===== src/rtl/ccsds_checker_watchdog.sv =====
// No-progress watchdog: counts enabled cycles since the last clear.
// expire is registered and is high exactly while count == TIMEOUT_CYCLES-1.
module ccsds_checker_watchdog #(
    parameter int unsigned CNT_WIDTH      = 32,
    parameter int unsigned TIMEOUT_CYCLES = 217500
) (
    input  logic clk,
    input  logic rst_n,
    input  logic clear,
    input  logic enable,
    output logic expire
);

    localparam logic [CNT_WIDTH-1:0] LIMIT = CNT_WIDTH'(TIMEOUT_CYCLES - 1);

    logic [CNT_WIDTH-1:0] count;
    logic [CNT_WIDTH-1:0] count_inc;

    assign count_inc = count + CNT_WIDTH'(1);

    // Counter and look-ahead expire flag; the counter saturates instead of wrapping.
    always_ff @(posedge clk or negedge rst_n) begin
        if (!rst_n) begin
            count  <= '0;
            expire <= 1'b0;
        end else if (clear) begin
            count  <= '0;
            expire <= (LIMIT == '0);
        end else if (enable && (count != '1)) begin
            count  <= count_inc;
            expire <= (count_inc == LIMIT);
        end
    end

endmodule


===== config.mk =====
export PLATFORM = sky130hd
export DESIGN_NAME = ccsds_checker_watchdog
export DESIGN_NICKNAME = d
export VERILOG_FILES = /design/src/rtl/ccsds_checker_watchdog.sv
export SDC_FILE = /design/constraint.sdc
export NUM_CORES = 1
export LEC_CHECK = 0
export BUFFER_PORTS_ARGS = -buffer_cell sky130_fd_sc_hd__buf_4
export CAP_MARGIN = 20
export CORE_MARGIN = 1.5
export CORE_UTILIZATION = 51
export DETAILED_ROUTE_END_ITERATION = 8
export HOLD_SLACK_MARGIN = 0.1
export PLACE_DENSITY_LB_ADDON = 0.08
export SLEW_MARGIN = 20
export SYNTH_ARGS = -nofsm -noshare
export SYNTH_HDL_FRONTEND = slang
export SYNTH_SLANG_ARGS = --single-unit

===== constraint.sdc =====
create_clock -name clk -period 2.4 [get_ports clk]
set_input_delay 0.36 -clock clk [delete_from_list [all_inputs] [get_ports clk]]
set_output_delay 0.36 -clock clk [all_outputs]
set_load 0.05 [all_outputs]

==> results.ini, run 1 <==
[cts]
cts_buffers=5
clockRootBuffer=clkbuf_8
clk_pin_slew_ns=0.06
clock_sinks=33
cts_tree=yes
clockBufferDepth=2
clk_latency_ns=0.29
htreeDepth=2

[critical_path]
cp-end-kind=flip-flop
critPathTopFamily=simple AND/OR/NAND/NOR gates
critPathMaxFanout=7
arrival_ns=2.54
path_cells=ha_1 > nand3_1 > buf_4 > o32a_1 > nand2_1 > nand4_1 > or4_1 > o31ai_2
crit_type=flip-flop to flip-flop
worst-path-buf-inv=1
cp_slowest_cell=or4_1
cp-start-kind=flip-flop
slowest_delay_ns=0.54
required_ns=2.60

[job]
cap_viol_max_count=0

[power_and_ir_drop]
pwr-share-seq=0.555
power.leakage_nw=1.05
netSwitchingFraction=0.231
p_int_uw=785
p_comb_frac=0.052
p_per_area_nw_per_um2=409
ir_worst_vdd_v=0.000343
power.share.clock=0.393
power_switching_uw=236

[floorplan]
coreArea_um2=4030
dieArea_um2=4600
row_count=23
initial_core_util=0.531
io_pins=5
die_h_um=67.8
dieWidth_um=67.8

[detailed_routing]
wire_per_inst_um=14.5
drtAntennaViolNets=0
drtIter0Drc=86
vias_per_cell=5.56
dr.pass1.iters=4
drt_wl_total_um=4720
drc_errors=0
vias=1814

[sta]
maxSlewViolCount=0
fin_setup_tns_ns=0
worstMarginPinSlew_ns=0.428
layout_min_cycle_time_ns=2.35
finalClockSkew_ns=0.00207
max_slew_margin=0.715
hold_viol=0
holdWs_ns=0.498
fin_crit_sh=0.977
setup_viol=0
fmax_mhz=426
rsz0062_at_grt=true

[yosys]
ys.warnings.count=0
synth_edf_count=0
synth_flop_cell=dfrtp_1
syn-cell-area_um2=2140
synthArstFlopShare=1.00
synth_top_cell_by_area=dfrtp_1
postSynthAreaPerCell_um2=8.56
seq_area_frac_synth=0.386
ys_types=43
yosys_register_bits=33
synth_top_area_share=0.386
ys_top_cells_by_area=dfrtp_1 (39%), xor2_1 (9.8%), nor2_1 (8.1%), xnor2_1 (7.4%), nand3_1 (4.0%)
synthesis.nets=256
syn_inst=250

[grt]
grt_pass1_wl_um=8020
overflow=0
grt_pass1_vias=1697
antenna_found_initial=0
grt_use_total=0.237
grt_max_degree=34

[place]
port_buffers=4
dpl-instance-area_um2=2380
dpl.hpwl_um=3360
place_congestion=0.921

[layout]
final_util=0.619
seq_area_um2=828
stdcell_area_um2=2490
areaGrowthSynthToFinish_pct=16.5
nets=281
antenna_cells=0
n_fill_cell=365
drive_gt1_frac=0.178
multiInputGateArea_um2=1280

[status]
status=finished, final reports clean

[min_path]
hold_class=flip-flop to flip-flop

## state kept, by name, summed over array words and instances (netlist names)
signal  cells
expire      1
count      32
## power by group through the flow
stage	clock [mW]	sequential (mW)	combinational, mW
2_1_floorplan	0	0.575	0.0244
3_3_place_gp	0	0.575	0.0531
3_5_place_dp	0	0.576	0.0529
4_1_cts	0.416	0.566	0.0547
5_1_grt	0.446	0.567	0.0610
6_report	0.401	0.567	0.0529
## layout by cell type, fill, tap and decap left out, types with 7 or more instances in the layout
cell,Yosys,final
nand4_1,13,13
xor2_1,24,24
dfrtp_1,33,31
nand3_1,17,17
nand2_1,22,22
nor2_1,46,46
and3_1,7,7
xnor2_1,18,18
buf_4,0,29
## per-stage QoR
stage	worst slack [ns]	power, mW	cells
floorplan	0.0701	0.600	250
global placement	0.0979	0.629	317
detailed placement	0.0443	0.629	317
CTS	0.0260	1.04	326
global route	-0.0907	1.07	326
finish	0.0540	1.02	326
## path summary, 6_finish.rpt
check,from,end,slack (ns),cells past startpoint
max,count[0],expire,0.05,8
min,expire,expire,0.50,2
max reg2reg,count[0],expire,0.05,8
min reg2reg,expire,expire,0.50,2
max in group asynchronous,rst_n,count[1],1.51,2
min in group asynchronous,rst_n,count[14],0.55,2
## cells by family (layout without fill, tap and decap cells)
family                     after synthesis  after routing  synth area share
DFF                                     33             33             0.386
and+or+nand+nor                        139            139             0.341
adders and majority gates                2              2            0.0117
AOI/OAI and AO/OA                       17             17            0.0585
xor gates and xnor gates                42             42             0.172
buffers and inverters                   17             43            0.0310
## Yosys cell counts, types with 2 or more instances
master and n:
nand2_1 22, clkbuf_1 10, inv_1 5, xnor2_1 18, ha_1 2, a211oi_1 3
nor3_1 7, nand3_1 17, buf_2 2, and2_1 4, nor4_1 6, dfrtp_1 33
a31oi_1 3, nand4_1 13, o21ai_0 2, and3_1 7, a21oi_1 2, nor2_1 46
xor2_1 24
## cell type report
class,count,area share
Sequential cell,33,0.332
Inverter,5,0.00753
Timing Repair Buffer,30,0.0913
Multi-Input combinational cell,200,0.512
Tap cell,50,0.0251
Clock buffer,8,0.0321
## routing by layer
metal | track usage | part of all wire | wire [um]
met5 | 0 | 0 | 0
met4 | 0.0725 | 0.013 | 62
met3 | 0.0567 | 0.037 | 177
met2 | 0.359 | 0.44 | 2070
met1 | 0.333 | 0.51 | 2410
## worst register-to-register path, delay by kind of cell, from the launching register on
family                     cells  cell delay [ns]
AOI/OAI and AO/OA              2             0.52
and+or+nand+nor                4             0.91
adders and majority gates      1             0.19
buffers and inverters          1             0.21
DFF                            1             0.43
## what timing repair did
item,in CTS,in global routing
hold buffers,1,0
buffers inserted,0,0
setup endpoints to repair,0,4
resized for setup,0,5
hold endpoints to repair,33,0
No activity file was read; power rests on OpenSTA's default activity.
==> inputs of run 2 (changes only) <==
--- a/config.mk
+++ b/config.mk
@@ -9,9 +9,11 @@
 export CAP_MARGIN = 20
 export CORE_MARGIN = 1.5
 export CORE_UTILIZATION = 51
+export CTS_BUF_LIST = sky130_fd_sc_hd__clkbuf_16
 export DETAILED_ROUTE_END_ITERATION = 8
 export HOLD_SLACK_MARGIN = 0.1
 export PLACE_DENSITY_LB_ADDON = 0.08
+export SKIP_LAST_GASP = 1
 export SLEW_MARGIN = 20
 export SYNTH_ARGS = -nofsm -noshare
 export SYNTH_HDL_FRONTEND = slang
==> results.ini, run 2 (synthesized netlist as in run 1, its figures left out) <==
[grt]
grt_max_degree=34  ; unchanged
grt_use_total=0.238  ; +0.00115
top_usage_layer=met2
globalRouteMet2Util=0.359  ; unchanged
grt_pass1_vias=1724  ; +1.6%
grtUsageMet3=0.0450  ; -0.0117
antenna_found_initial=0  ; unchanged
met1_usage=0.332  ; -0.00103
grt_pass1_wl_um=8120  ; +1.2%
overflow=0  ; unchanged

[place]
dpl.hpwl_um=3360  ; unchanged
dpl-instance-area_um2=2380  ; unchanged
place_congestion=0.921  ; unchanged
port_buffers=4  ; unchanged

[layout]
drive_gt1_frac=0.184  ; +0.00658
final_cell_mix=nor2_1 (46), dfrtp_1 (30), buf_4 (30)
nets=282  ; +0.36%
final_common_cell=nor2_1
stdcell_area_um2=2560  ; +2.6%
largest_reg_flops=32  ; unchanged
reg.largest.list=count (32), expire (1)
areaGrowthSynthToFinish_pct=19.5
antenna_cells=0  ; unchanged
regMostFlops=count

[sta]
fin_setup_tns_ns=0  ; unchanged
holdWs_ns=0.496  ; -0.00217 ns
fin_crit_sh=0.984  ; +0.00657
rsz0062_at_grt=true
finalClockSkew_ns=0.00371  ; +0.00165 ns
max_slew_margin=0.719  ; +0.00470
layout_min_cycle_time_ns=2.36  ; +0.0158 ns
maxSlewViolCount=0  ; unchanged
worstMarginPinSlew_ns=0.421  ; -0.00705 ns
setup_viol=0  ; unchanged
fmax_mhz=423  ; -0.67%
hold_viol=0  ; unchanged

[detailed_routing]
wire_per_inst_um=14.7  ; +1.8%
vias_per_cell=5.66  ; +1.8%
drt_wl_total_um=4820  ; +2.2%
drtAntennaViolNets=0  ; unchanged
vias=1852  ; +2.1%
dr.pass1.iters=4  ; unchanged
drtIter0Drc=87  ; +1.2%
drc_errors=0  ; unchanged

[cts]
clk_pin_slew_ns=0.05  ; about the same
cts_buffers=5  ; unchanged
clk_latency_ns=0.27  ; -0.02 ns
clockBufferDepth=2  ; unchanged
clockRootBuffer=clkbuf_16
clock_sinks=33  ; unchanged
cts_tree=yes
htreeDepth=2  ; unchanged

[min_path]
hp-start=expire
hold_class=flip-flop to flip-flop

[power_and_ir_drop]
power.share.clock=0.485  ; +0.092
ir_worst_vdd_v=0.000281  ; -18%
netSwitchingFraction=0.211  ; -0.0203
p_int_uw=952  ; +21%
pwr-share-seq=0.471  ; -0.084
p_comb_frac=0.044  ; -0.008
power_mw=1.21  ; +18%
p_per_area_nw_per_um2=472  ; +15%
power_switching_uw=255  ; +7.9%
power.leakage_nw=1.09  ; +3.9%

[critical_path]
critPathMaxFanout=7  ; unchanged
cp-start-kind=flip-flop
r2r-start=count[0]
arrival_ns=2.55  ; about the same
crit_type=flip-flop to flip-flop
cp-end-kind=flip-flop
critPathLaunch=count[0]
required_ns=2.58  ; -0.02 ns

[floorplan]
io_pins=5  ; unchanged
dieArea_um2=4600  ; unchanged
row_count=23  ; unchanged
die_h_um=67.8  ; unchanged
coreArea_um2=4030  ; unchanged
dieWidth_um=67.8  ; unchanged
initial_core_util=0.531  ; unchanged

[job]
cap_viol_max_count=0  ; unchanged

[status]
status=finished, final reports clean

run 2: changes by cell type in the layout (fill, tap and decap cells not counted):
| cell | change |
|---|---|
| inv_1 | +3 |
| clkbuf_1 | -3 |
| clkbuf_8 | -5 |
| dfrtp_1 | -1 |
| dfrtp_2 | +1 |
| clkbuf_16 | +5 |
| buf_4 | +1 |
run 2: worst paths after layout:
| path | to | slack [ns] | cells after the start |
|---|---|---|---|
| max in group asynchronous | count[1] | 1.51 | 2 |
| worst max-delay path | expire | 0.04 | 8 |
| worst min-delay path | expire | 0.50 | 2 |
| min in group asynchronous | count[14] | 0.57 | 2 |
| worst max register to register | expire | 0.04 | 8 |
| worst min register to register | expire | 0.50 | 2 |
run 2: power groups by stage:
stage	registers, mW	logic [mW]	clock network [mW]
6_report	0.568	0.0531	0.585
5_1_grt	0.568	0.0609	0.632
4_1_cts	0.567	0.0546	0.603
3_5_place_dp	0.576	0.0529	0
3_3_place_gp	0.575	0.0531	0
2_1_floorplan	0.575	0.0244	0
run 2: metal layers:
| metal | vias up | part of all wire |
|---|---|---|
| li1 | 919 | - |
| met1 | 877 | 0.50 |
| met2 | 47 | 0.44 |
| met3 | 9 | 0.045 |
| met4 | 0 | 0.016 |
| met5 | - | 0 |
run 2: area by class of cell:
type / instances / area, um2
Clock inverter: 3 / 11.3
Fill cell: 361 / 1470
Tap cell: 50 / 62.6
Inverter: 5 / 18.8
Clock buffer: 5 / 125
Multi-Input combinational cell: 200 / 1280
Timing Repair Buffer: 31 / 235
Sequential cell: 33 / 830
run 2: through the flow:
step	setup slack (ns)	utilization	std cells
finish	0.0383	0.635	327
global route	-0.0809	0.635	327
CTS	0.0138	0.628	326
detailed placement	0.0443	0.592	317
global placement	0.0979	0.592	317
floorplan	0.0701	-	250
run 2: worst max-delay path: stages (launching register included):
cell	delay [ns]
dfrtp_2	0.43
ha_1	0.19
nand3_1	0.20
buf_4	0.21
o32a_1	0.34
nand2_1	0.10
nand4_1	0.08
or4_1	0.54
o31ai_2	0.18
run 2: timing repair:
item,4_1_cts,5_1_grt
hold buffers,1,0
resized for setup,0,6
setup buffers,0,1
endpoints found under the setup margin,0,5
hold endpoints to repair,33,0
==> inputs of run 3 (changes only) <==
==> constraint.sdc (replaced) <==
create_clock -name clk -period 2 [get_ports clk]
set_input_delay 0.3 -clock clk [delete_from_list [all_inputs] [get_ports clk]]
set_output_delay 0.3 -clock clk [all_outputs]
set_load 0.05 [all_outputs]
==> results.ini, run 3 (synthesized netlist as in run 1, its figures left out) <==
[floorplan]
die_h_um=67.8  ; unchanged
coreArea_um2=4030  ; unchanged
initial_core_util=0.531  ; unchanged
row_count=23  ; unchanged
io_pins=5  ; unchanged
dieArea_um2=4600  ; unchanged
dieWidth_um=67.8  ; unchanged

[cts]
clk_latency_ns=0.28  ; about the same
clockBufferDepth=2  ; unchanged
clockRootBuffer=clkbuf_16
cts_buffers=5  ; unchanged
clk_pin_slew_ns=0.05  ; about the same
clock_sinks=33  ; unchanged
htreeDepth=2  ; unchanged
cts_tree=yes

[sta]
layout_min_cycle_time_ns=2.21  ; -0.151 ns
rsz0062_at_grt=true
fin_crit_sh=1.11  ; +0.122
holdWs_ns=0.505  ; +0.00865 ns
worstMarginPinSlew_ns=0.541  ; +0.120 ns
fin_setup_tns_ns=-0.415  ; -0.415 ns
setup_viol=3  ; +3
finalClockSkew_ns=0.00446  ; +0.000745 ns
fmax_mhz=452  ; +6.8%
maxSlewViolCount=0  ; unchanged
max_slew_margin=0.635  ; -0.0844
hold_viol=0  ; unchanged
layout_setup_ws_ns=-0.211  ; -0.249 ns

[detailed_routing]
vias_per_cell=5.43  ; -4.1%
wire_per_inst_um=15.1  ; +2.7%
drtIter0Drc=143  ; +64%
drt_wl_total_um=5530  ; +15%
vias=1983  ; +7.1%
drtAntennaViolNets=0  ; unchanged
dr.pass1.iters=5  ; +1
drc_errors=0  ; unchanged

[power_and_ir_drop]
power_mw=1.48  ; +23%
power.leakage_nw=1.34  ; +24%
p_per_area_nw_per_um2=496  ; +5.3%
ir_worst_vdd_v=0.000396  ; +41%

[grt]
grt_pass1_vias=1890  ; +9.6%
grt_max_degree=34  ; unchanged
antenna_found_initial=0  ; unchanged
grt_pass1_wl_um=9120  ; +12%
overflow=0  ; unchanged
grt_use_total=0.272  ; +0.0342

[place]
dp_cells=352  ; +11%
place_congestion=0.866  ; -5.9%
dpl-instance-area_um2=2700  ; +13%
pre_cts_ws_ns=-0.224  ; -0.268 ns
dpl.hpwl_um=3920  ; +17%
port_buffers=4  ; unchanged

[layout]
drive_gt1_frac=0.324  ; +0.140
largest_reg_flops=32  ; unchanged
antenna_cells=0  ; unchanged
seq_area_um2=830  ; unchanged
n_fill_cell=308  ; -15%
final_common_cell=buf_4
multiInputGateArea_um2=1420  ; +11%
stdcell_area_um2=2990  ; +17%
final_util=0.742  ; +0.107
nets=320  ; +13%
reg.largest.list=count (32), expire (1)
regMostFlops=count
final_cell_mix=buf_4 (67), nor2_1 (44), dfrtp_1 (30)
areaGrowthSynthToFinish_pct=39.6
stdcell_count=365  ; +12%

[critical_path]
required_ns=2.19  ; -0.39 ns
crit_type=flip-flop to flip-flop
arrival_ns=2.40  ; -0.15 ns
critPathLaunch=count[1]
reg2reg_depth=9  ; +1
critPathMaxFanout=6  ; -1
r2r-start=count[1]
cp-end-kind=flip-flop
cp-start-kind=flip-flop
r2r_end=expire
r2r_setup_slack_ns=-0.21  ; -0.25 ns

[status]
violations=negative setup slack
status=complete, but fails checks

[min_path]
hold_class=input port to async pin

[job]
cap_viol_max_count=0  ; unchanged

run 3: cell count changes in the layout (fill, tap and decap cells not counted), sizes merged:
cell	change
buf	+38
clkinv	+3
inv	-3
run 3: repair_timing:
item                                    4_1_cts  5_1_grt
resized for setup                             8       12
pin swaps                                     5        7
hold buffers                                  1        0
hold endpoints to repair                     33        0
setup buffers                                 3        1
endpoints found under the setup margin        7       18
run 3: layout make-up:
| cell class | instances | share of cell area |
|---|---|---|
| timing repair buffer | 69 | 0.175 |
| multi-input combinational | 200 | 0.474 |
| clock buffer | 5 | 0.0419 |
| clock inverter | 3 | 0.00419 |
| sequential | 33 | 0.278 |
| inverter | 5 | 0.00628 |
| tap | 50 | 0.0209 |
run 3: worst max-delay path: stages, from the launching register on:
cell	delay (ns)
dfrtp_2	0.45
ha_4	0.19
nand3_4	0.11
nor2_4	0.08
buf_4	0.14
nand4bb_1	0.18
o311ai_0	0.18
nand4_1	0.17
or4_1	0.44
o31ai_2	0.18
run 3: metal layers:
layer,GRT usage,vias to the layer above,routed length (um)
met5,0,-,0
met4,0.0950,0,53
met3,0.0500,6,175
met2,0.417,42,2680
met1,0.385,930,2620
li1,-,1005,-
run 3: worst max-delay path by stage:
| stage | to | slack [ns] | cells after the start |
|---|---|---|---|
| floorplan | expire | -0.14 | 8 |
| global placement | expire | -0.17 | 8 |
| detailed placement | expire | -0.22 | 8 |
| CTS | expire | -0.17 | 8 |
| global route | expire | -0.31 | 9 |
| finish | expire | -0.21 | 9 |
run 3: power by group:
part           internal, mW  leakage (nW)  switching, mW
combinational        0.0345         0.820         0.0487
sequential            0.674         0.455        0.00805
clock                 0.449        0.0687          0.269
total                  1.16          1.34          0.326
